`config.mk`:
```
export PLATFORM = sky130hd
export DESIGN_NAME = game_ctrl
export DESIGN_NICKNAME = d
export VERILOG_FILES = /design/src/rtl/game_ctrl.sv
export SDC_FILE = /design/constraint.sdc
export NUM_CORES = 1
export LEC_CHECK = 0
export ABC_AREA = 1
export BUFFER_PORTS_ARGS = -buffer_cell sky130_fd_sc_hd__buf_2
export CELL_PAD_IN_SITES_DETAIL_PLACEMENT = 1
export CELL_PAD_IN_SITES_GLOBAL_PLACEMENT = 1
export CORE_UTILIZATION = 40
export CTS_CLUSTER_SIZE = 14
export DETAILED_ROUTE_END_ITERATION = 8
export HOLD_SLACK_MARGIN = 0.03
export MAX_ROUTING_LAYER = met4
export PLACE_DENSITY = 0.8
export SLEW_MARGIN = 20
export SYNTH_ARGS = -nofsm -noshare
export SYNTH_HDL_FRONTEND = slang
export SYNTH_SLANG_ARGS = --single-unit
```
`constraint.sdc`:
```
create_clock -name i_clk -period 12.15 [get_ports i_clk]
set_clock_uncertainty 0.15 [all_clocks]
set_input_delay 1.215 -clock i_clk [delete_from_list [all_inputs] [get_ports i_clk]]
set_output_delay 1.215 -clock i_clk [all_outputs]
set_load 0.005 [all_outputs]
```
`src/rtl/game_ctrl.sv`:
```
// game_ctrl: game-level sequencer sitting between the debounced start button
// and the round engine. It launches rounds back to back with a pause between
// them, counts hits per round, moves the difficulty level up or takes a life
// after each round, keeps the score and declares game over.
//
// state       | meaning
// ------------+--------------------------------------------------------------
// S_IDLE      | waiting for start after reset
// S_LAUNCH    | one-cycle round_start pulse, config already stable
// S_WAIT_BUSY | waiting for the engine to leave idle (round_over low)
// S_WAIT_DONE | round in progress, waiting for round_over to rise
// S_EVAL      | one cycle: level up, or take a life, reload config
// S_GAP       | pause of GAP_CYCLES cycles before the next launch
// S_OVER      | out of lives; score/level/lives frozen until start
module game_ctrl #(
    parameter int unsigned MOLES_PER_ROUND = 5,
    parameter int unsigned PASS_HITS       = 3,
    parameter int unsigned LIVES           = 3,
    parameter int unsigned MAX_LEVEL       = 9,
    parameter int unsigned BASE_INTERVAL   = 50_000_000,
    parameter int unsigned BASE_DURATION   = 75_000_000,
    parameter int unsigned DUR_STEP        = 6_000_000,
    parameter int unsigned INT_STEP        = 4_000_000,
    parameter int unsigned MIN_DURATION    = 15_000_000,
    parameter int unsigned MIN_INTERVAL    = 10_000_000,
    parameter int unsigned GAP_CYCLES      = 25_000_000
) (
    input  logic        i_clk,
    input  logic        i_rst,
    input  logic        i_start,
    input  logic        i_round_over,
    input  logic        i_hit_success,
    output logic        o_round_start,
    output logic [26:0] o_interval,
    output logic [26:0] o_duration,
    output logic [2:0]  o_molenum,
    output logic [9:0]  o_score,
    output logic [3:0]  o_level,
    output logic [1:0]  o_lives,
    output logic [2:0]  o_round_hits,
    output logic        o_game_active,
    output logic        o_game_over
);

    localparam int GW = (GAP_CYCLES > 1) ? $clog2(GAP_CYCLES) : 1;
    localparam logic [3:0] LP_MAX_LEVEL = 4'(MAX_LEVEL);
    localparam logic [2:0] LP_PASS_HITS = 3'(PASS_HITS);
    localparam logic [1:0] LP_LIVES     = 2'(LIVES);
    localparam logic [9:0] LP_MAX_SCORE = 10'd999;

    typedef enum logic [2:0] {
        S_IDLE,
        S_LAUNCH,
        S_WAIT_BUSY,
        S_WAIT_DONE,
        S_EVAL,
        S_GAP,
        S_OVER
    } state_t;

    state_t          r_state;
    state_t          w_next;
    logic [9:0]      r_score;
    logic [3:0]      r_level;
    logic [1:0]      r_lives;
    logic [2:0]      r_round_hits;
    logic [26:0]     r_interval;
    logic [26:0]     r_duration;
    logic            r_round_start;
    logic            r_game_active;
    logic            r_game_over;
    logic [GW-1:0]   r_gap_cnt;

    logic            w_pass;
    logic            w_gap_done;
    logic            w_hit;
    logic            w_restart;
    logic [3:0]      w_level_nxt;

    // base - L*step, floored at the minimum; the floor is taken before the
    // subtraction could go negative, so a large level never wraps around
    function automatic logic [26:0] f_cfg(input logic [31:0] base,
                                          input logic [31:0] step,
                                          input logic [31:0] floor_v,
                                          input logic [3:0]  lvl);
        logic [31:0] prod;
        logic [31:0] diff;
        prod = 32'(lvl) * step;
        if (prod >= base - floor_v) begin
            diff = floor_v;
        end else begin
            diff = base - prod;
        end
        return diff[26:0];
    endfunction

    assign w_pass      = (r_round_hits >= LP_PASS_HITS);
    assign w_gap_done  = (r_gap_cnt == GW'(GAP_CYCLES - 1));
    assign w_hit       = i_hit_success &&
                         ((r_state == S_WAIT_BUSY) || (r_state == S_WAIT_DONE));
    assign w_restart   = i_start && ((r_state == S_IDLE) || (r_state == S_OVER));
    assign w_level_nxt = (w_pass && (r_level < LP_MAX_LEVEL)) ? r_level + 4'd1 : r_level;

    // state register
    always_ff @(posedge i_clk or posedge i_rst) begin
        if (i_rst) begin
            r_state <= S_IDLE;
        end else begin
            r_state <= w_next;
        end
    end

    // next-state decode
    always_comb begin
        w_next = r_state;
        unique case (r_state)
            S_IDLE, S_OVER: if (i_start) w_next = S_LAUNCH;
            S_LAUNCH:       w_next = S_WAIT_BUSY;
            S_WAIT_BUSY:    if (!i_round_over) w_next = S_WAIT_DONE;
            S_WAIT_DONE:    if (i_round_over) w_next = S_EVAL;
            S_EVAL: begin
                if (w_pass) begin
                    w_next = S_GAP;
                end else if (r_lives == 2'd1) begin
                    w_next = S_OVER;
                end else begin
                    w_next = S_GAP;
                end
            end
            S_GAP:          if (w_gap_done) w_next = S_LAUNCH;
            default:        w_next = S_IDLE;
        endcase
    end

    // game registers and flags; flags follow the next state so they line up
    // with the state register cycle for cycle
    always_ff @(posedge i_clk or posedge i_rst) begin
        if (i_rst) begin
            r_score       <= '0;
            r_level       <= '0;
            r_lives       <= LP_LIVES;
            r_round_hits  <= '0;
            r_interval    <= 27'(BASE_INTERVAL);
            r_duration    <= 27'(BASE_DURATION);
            r_round_start <= 1'b0;
            r_game_active <= 1'b0;
            r_game_over   <= 1'b0;
            r_gap_cnt     <= '0;
        end else begin
            r_round_start <= (w_next == S_LAUNCH);
            r_game_active <= (w_next == S_LAUNCH) || (w_next == S_WAIT_BUSY) ||
                             (w_next == S_WAIT_DONE) || (w_next == S_EVAL) ||
                             (w_next == S_GAP);
            r_game_over   <= (w_next == S_OVER);

            if (w_restart) begin
                r_score    <= '0;
                r_level    <= '0;
                r_lives    <= LP_LIVES;
                r_interval <= f_cfg(32'(BASE_INTERVAL), 32'(INT_STEP), 32'(MIN_INTERVAL), 4'd0);
                r_duration <= f_cfg(32'(BASE_DURATION), 32'(DUR_STEP), 32'(MIN_DURATION), 4'd0);
            end

            if (w_next == S_LAUNCH) begin
                r_round_hits <= '0;
            end else if (w_hit) begin
                if (r_round_hits != 3'd7) r_round_hits <= r_round_hits + 3'd1;
            end

            if (w_hit && (r_score != LP_MAX_SCORE)) begin
                r_score <= r_score + 10'd1;
            end

            if (r_state == S_EVAL) begin
                r_level    <= w_level_nxt;
                r_interval <= f_cfg(32'(BASE_INTERVAL), 32'(INT_STEP), 32'(MIN_INTERVAL), w_level_nxt);
                r_duration <= f_cfg(32'(BASE_DURATION), 32'(DUR_STEP), 32'(MIN_DURATION), w_level_nxt);
                if (!w_pass) r_lives <= r_lives - 2'd1;
            end

            if (r_state == S_GAP) begin
                r_gap_cnt <= w_gap_done ? '0 : r_gap_cnt + GW'(1);
            end
        end
    end

    assign o_round_start = r_round_start;
    assign o_interval    = r_interval;
    assign o_duration    = r_duration;
    assign o_molenum     = 3'(MOLES_PER_ROUND);
    assign o_score       = r_score;
    assign o_level       = r_level;
    assign o_lives       = r_lives;
    assign o_round_hits  = r_round_hits;
    assign o_game_active = r_game_active;
    assign o_game_over   = r_game_over;

endmodule
```
==> metrics.md <==
| Metric | Value |
|---|---|
| Filler cell count | 2,238 |
| Setup bufs post-CTS | 0 |
| Cts hold-fix bufs | 0 |
| Crit path capture type | flop |
| WHS Path Cells | 2 |
| Maximum clock rate | 0.165 GHz |
| Worst Path Buf+Inv | 4 |
| Worst flop-to-flop path startpoint | o_round_hits[0] |
| CTS tree | yes |
| Critical path depth in cells | 24 |
| PD cells | 210 nW/µm² |
| Drt via density | 5.20 |
| Die ar. | 17,900 µm² |
| Cell breakdown of the critical path | ha_1 -> ha_1 -> nor2_1 -> nand2_1 -> nand2_1 -> nor2_1 -> xor2_1 -> inv_1 -> fa_1 -> inv_1 -> fa_1 -> inv_1 -> ha_1 -> nand2_1 -> inv_1 -> nand2_1 -> a21oi_1 -> nor2_1 -> nand2_1 -> nand3_1 -> nand2_1 -> a21oi_1 -> nand3_2 -> o21ai_0 |
| Via count | 6,649 |
| Slew Limit Fails | 0 |
| Die Y | 134 µm |
| Sequential area share after synthesis | 32.1% |
| First-pass GRT wire length | 33.3 mm |
| R2R cell count | 24 |
| Post-Syn Area | 6950 µm² |
| Mean Syn Cell Area | 7.04 µm² |
| Slowest Stage Delay on Critical Path | 0.82 ns |
| Critical path type | reg -> reg |
| Worst-case clock buffer depth | 2 |
| Status | finished clean |
| Crit path DAT | 6.11 ns |
| Rel. slew slack | 27.4% |
| FF-to-FF End | o_duration[12] |
| Maximum vdd drop | 0.000109 V |
| Endpoints failing hold | 0 |
| Hold path startpoint | o_duration[23] |
| Post-DR wirelength/cell | 15.8 µm |
| Worst-Margin Slew | 1.09 ns |
| Clk sinks | 88 |
| Core area | 16,800 µm² |
| Pre-antenna DRT Iters | 5 |
| Rows | 47 |
| # IOs | 84 |
| Tcrit/Tclk final | 49.8% |
| Top post-synthesis cells by area | dfrtp_1, nand2_1, ha_1 |
| Slowest stage cell, crit path | a21oi_1 |
| Drt drc | 0 |
| Final worst path period need | 6.05 ns |
| Ant diodes | 0 |
| Share of layout cells above drive strength 1 | 12.3% |
| Worst hold margin | 0.325 ns |
| Synth async-reset ratio | 100% |
| Commonest cells in the netlist | nand2_1, inv_1, nor2_1 |
| Number of warning messages in the yosys log | 0 |
| Critical Path Start Type | flop |
| Gpl congestion | 0.861 |
| Yosys cell types | 50 |
| Total grt overflow | 0 |
| Hold Path End | o_duration[23] |
| # setup viols final | 0 |
| Design Power | 1.63 mW |
| Synth top area share | 23.8% |
| CP top delay family | adder cells |
| Mapped Cells | 987 |
| Largest net degree at the start of global routing | 63 |
| Antenna violations before repair | 0 |
| Die width | 134 µm |
| Synth Register Bits | 88 |
| Setup TNS | 0 ns |
| I/O Buffers | 65 |
| CP required | 12.22 ns |
| Cts repair resizes | 0 |
| Hpwl dp | 16.0 mm |
| DRT antenna net count | 0 |
| Crit path max fanout | 11 |
| Vias in the first global route | 6,753 |
| Root Driver | clkbuf_16 |
| RSZ-0062 raised after global routing | no |
| Synth Flop Type | dfrtp_1 |
| Most common cell in the netlist | nand2_1 |
| Syn-to-layout area delta | 11.2% |
| Hold Crit Class | reg -> reg |
| Most used cell, CP | nand2_1 |
| Placed Area | 7450 µm² |
| Final #Nets | 1,118 |
| GRT Overall Usage | 23.9% |
| Reg2Reg Setup Slack | 6.10 ns |
| Maximum capacitance violations | 0 |
| Iter 0 DRT Violations | 291 |
| Clock Latency Late Sink | 0.34 ns |
| Leak Pwr | 4.20 nW |
| Initial Util | 41.5% |
| Yosys top cell by area | dfrtp_1 |
| Max H-tree Level | 3 |
| Routed WL | 20.3 mm |
| TritonCTS buffer count | 9 |
| Clk pin slew, worst setup/hold paths | 0.07 ns |
| Fin area | 7730 µm² |
| Number of synthesized flops with an enable pin | 0 |
[cells in the final DEF, fill, tap and decap left out, types with 3 or more instances in the layout]
cell type	instances
nand2_1	268
inv_1	153
nor2_1	97
nand3_1	76
dfrtp_1	66
buf_2	65
ha_1	52
o21ai_0	38
a21oi_1	34
nor3_1	23
dfstp_2	22
xor2_1	18
nand4_1	18
conb_1	18
xnor2_1	9
clkbuf_16	9
fa_1	8
nor4_1	7
o21bai_1	7
nand3b_1	5
o22ai_1	5
nand2_2	4
or2_2	4
nor2_2	3
nand3_2	3
o21a_1	3
clkinv_2	3
[sequential cells by signal, indices dropped and copies added (netlist names)]
| register | cells |
|---|---|
| r_gap_cnt | 25 |
| o_duration | 20 |
| o_interval | 18 |
| o_score | 10 |
| o_level | 4 |
| o_round_hits | 3 |
| r_state | 3 |
| o_lives | 2 |
| o_game_active | 1 |
| o_game_over | 1 |
| o_round_start | 1 |
[report_power, final]
part	switching (mW)	internal (mW)
clock	0.121	0.145
combinational	0.609	0.317
sequential	0.0608	0.372
[layer usage]
layer,part of all wire (%),vias to the layer above,track usage (%)
met1,46,3269,30.1
met4,2.0,0,7.32
met3,2.6,26,2.23
li1,-,3249,-
met2,49,105,40.4
met5,0,-,-
[stage by stage]
step	setup WS [ns]	instances	utilization [%]
2_1_floorplan	7.42	1003	-
3_3_place_gp	6.62	1262	44.4
3_5_place_dp	6.32	1262	44.4
4_1_cts	6.15	1278	46.1
5_1_grt	5.74	1278	46.1
6_report	6.10	1278	46.1
[layout make-up]
class / instances / area [µm²] / area share [%]
clock inverters: 6 / 42.5 / 0.551
flip-flops and latches: 88 / 2230 / 28.9
well taps: 220 / 275 / 3.56
multi-input cells: 729 / 4010 / 51.8
inverters: 158 / 594 / 7.69
clock buffers: 10 / 239 / 3.09
repair buffers: 67 / 340 / 4.40
[worst register-to-register path, delay by kind of cell, from the launching register on]
family | cells | cell delay (ns)
buffers and inverters | 4 | 0.63
flip-flops | 1 | 0.43
adder cells (fa/ha/maj) | 5 | 1.66
XOR/XNOR | 1 | 0.47
AND/OR/NAND/NOR | 11 | 1.33
AO/OA/AOI/OAI | 3 | 1.23
[how the worst max path moves through the flow]
stage	start	end
after floorplan	o_round_hits[0]	o_interval[12]
after global placement	o_round_hits[0]	o_duration[11]
after detailed placement	o_round_hits[0]	o_duration[17]
after CTS	o_round_hits[0]	o_duration[12]
after global routing	o_round_hits[0]	o_duration[12]
final	o_round_hits[0]	o_duration[12]
[cell families after synthesis]
logic type               Yosys count  synth area share [%]
AND/OR/NAND/NOR                  522                  33.2
buffers and inverters            186                  11.2
XOR/XNOR                          27                  3.40
adder cells (fa/ha/maj)           60                  11.7
flip-flops                        88                  32.1
AO/OA/AOI/OAI                    101                  8.26
multiplexers                       1                 0.144
other                              2                 0.108
Note: power is estimated with default switching activity, not from simulation.
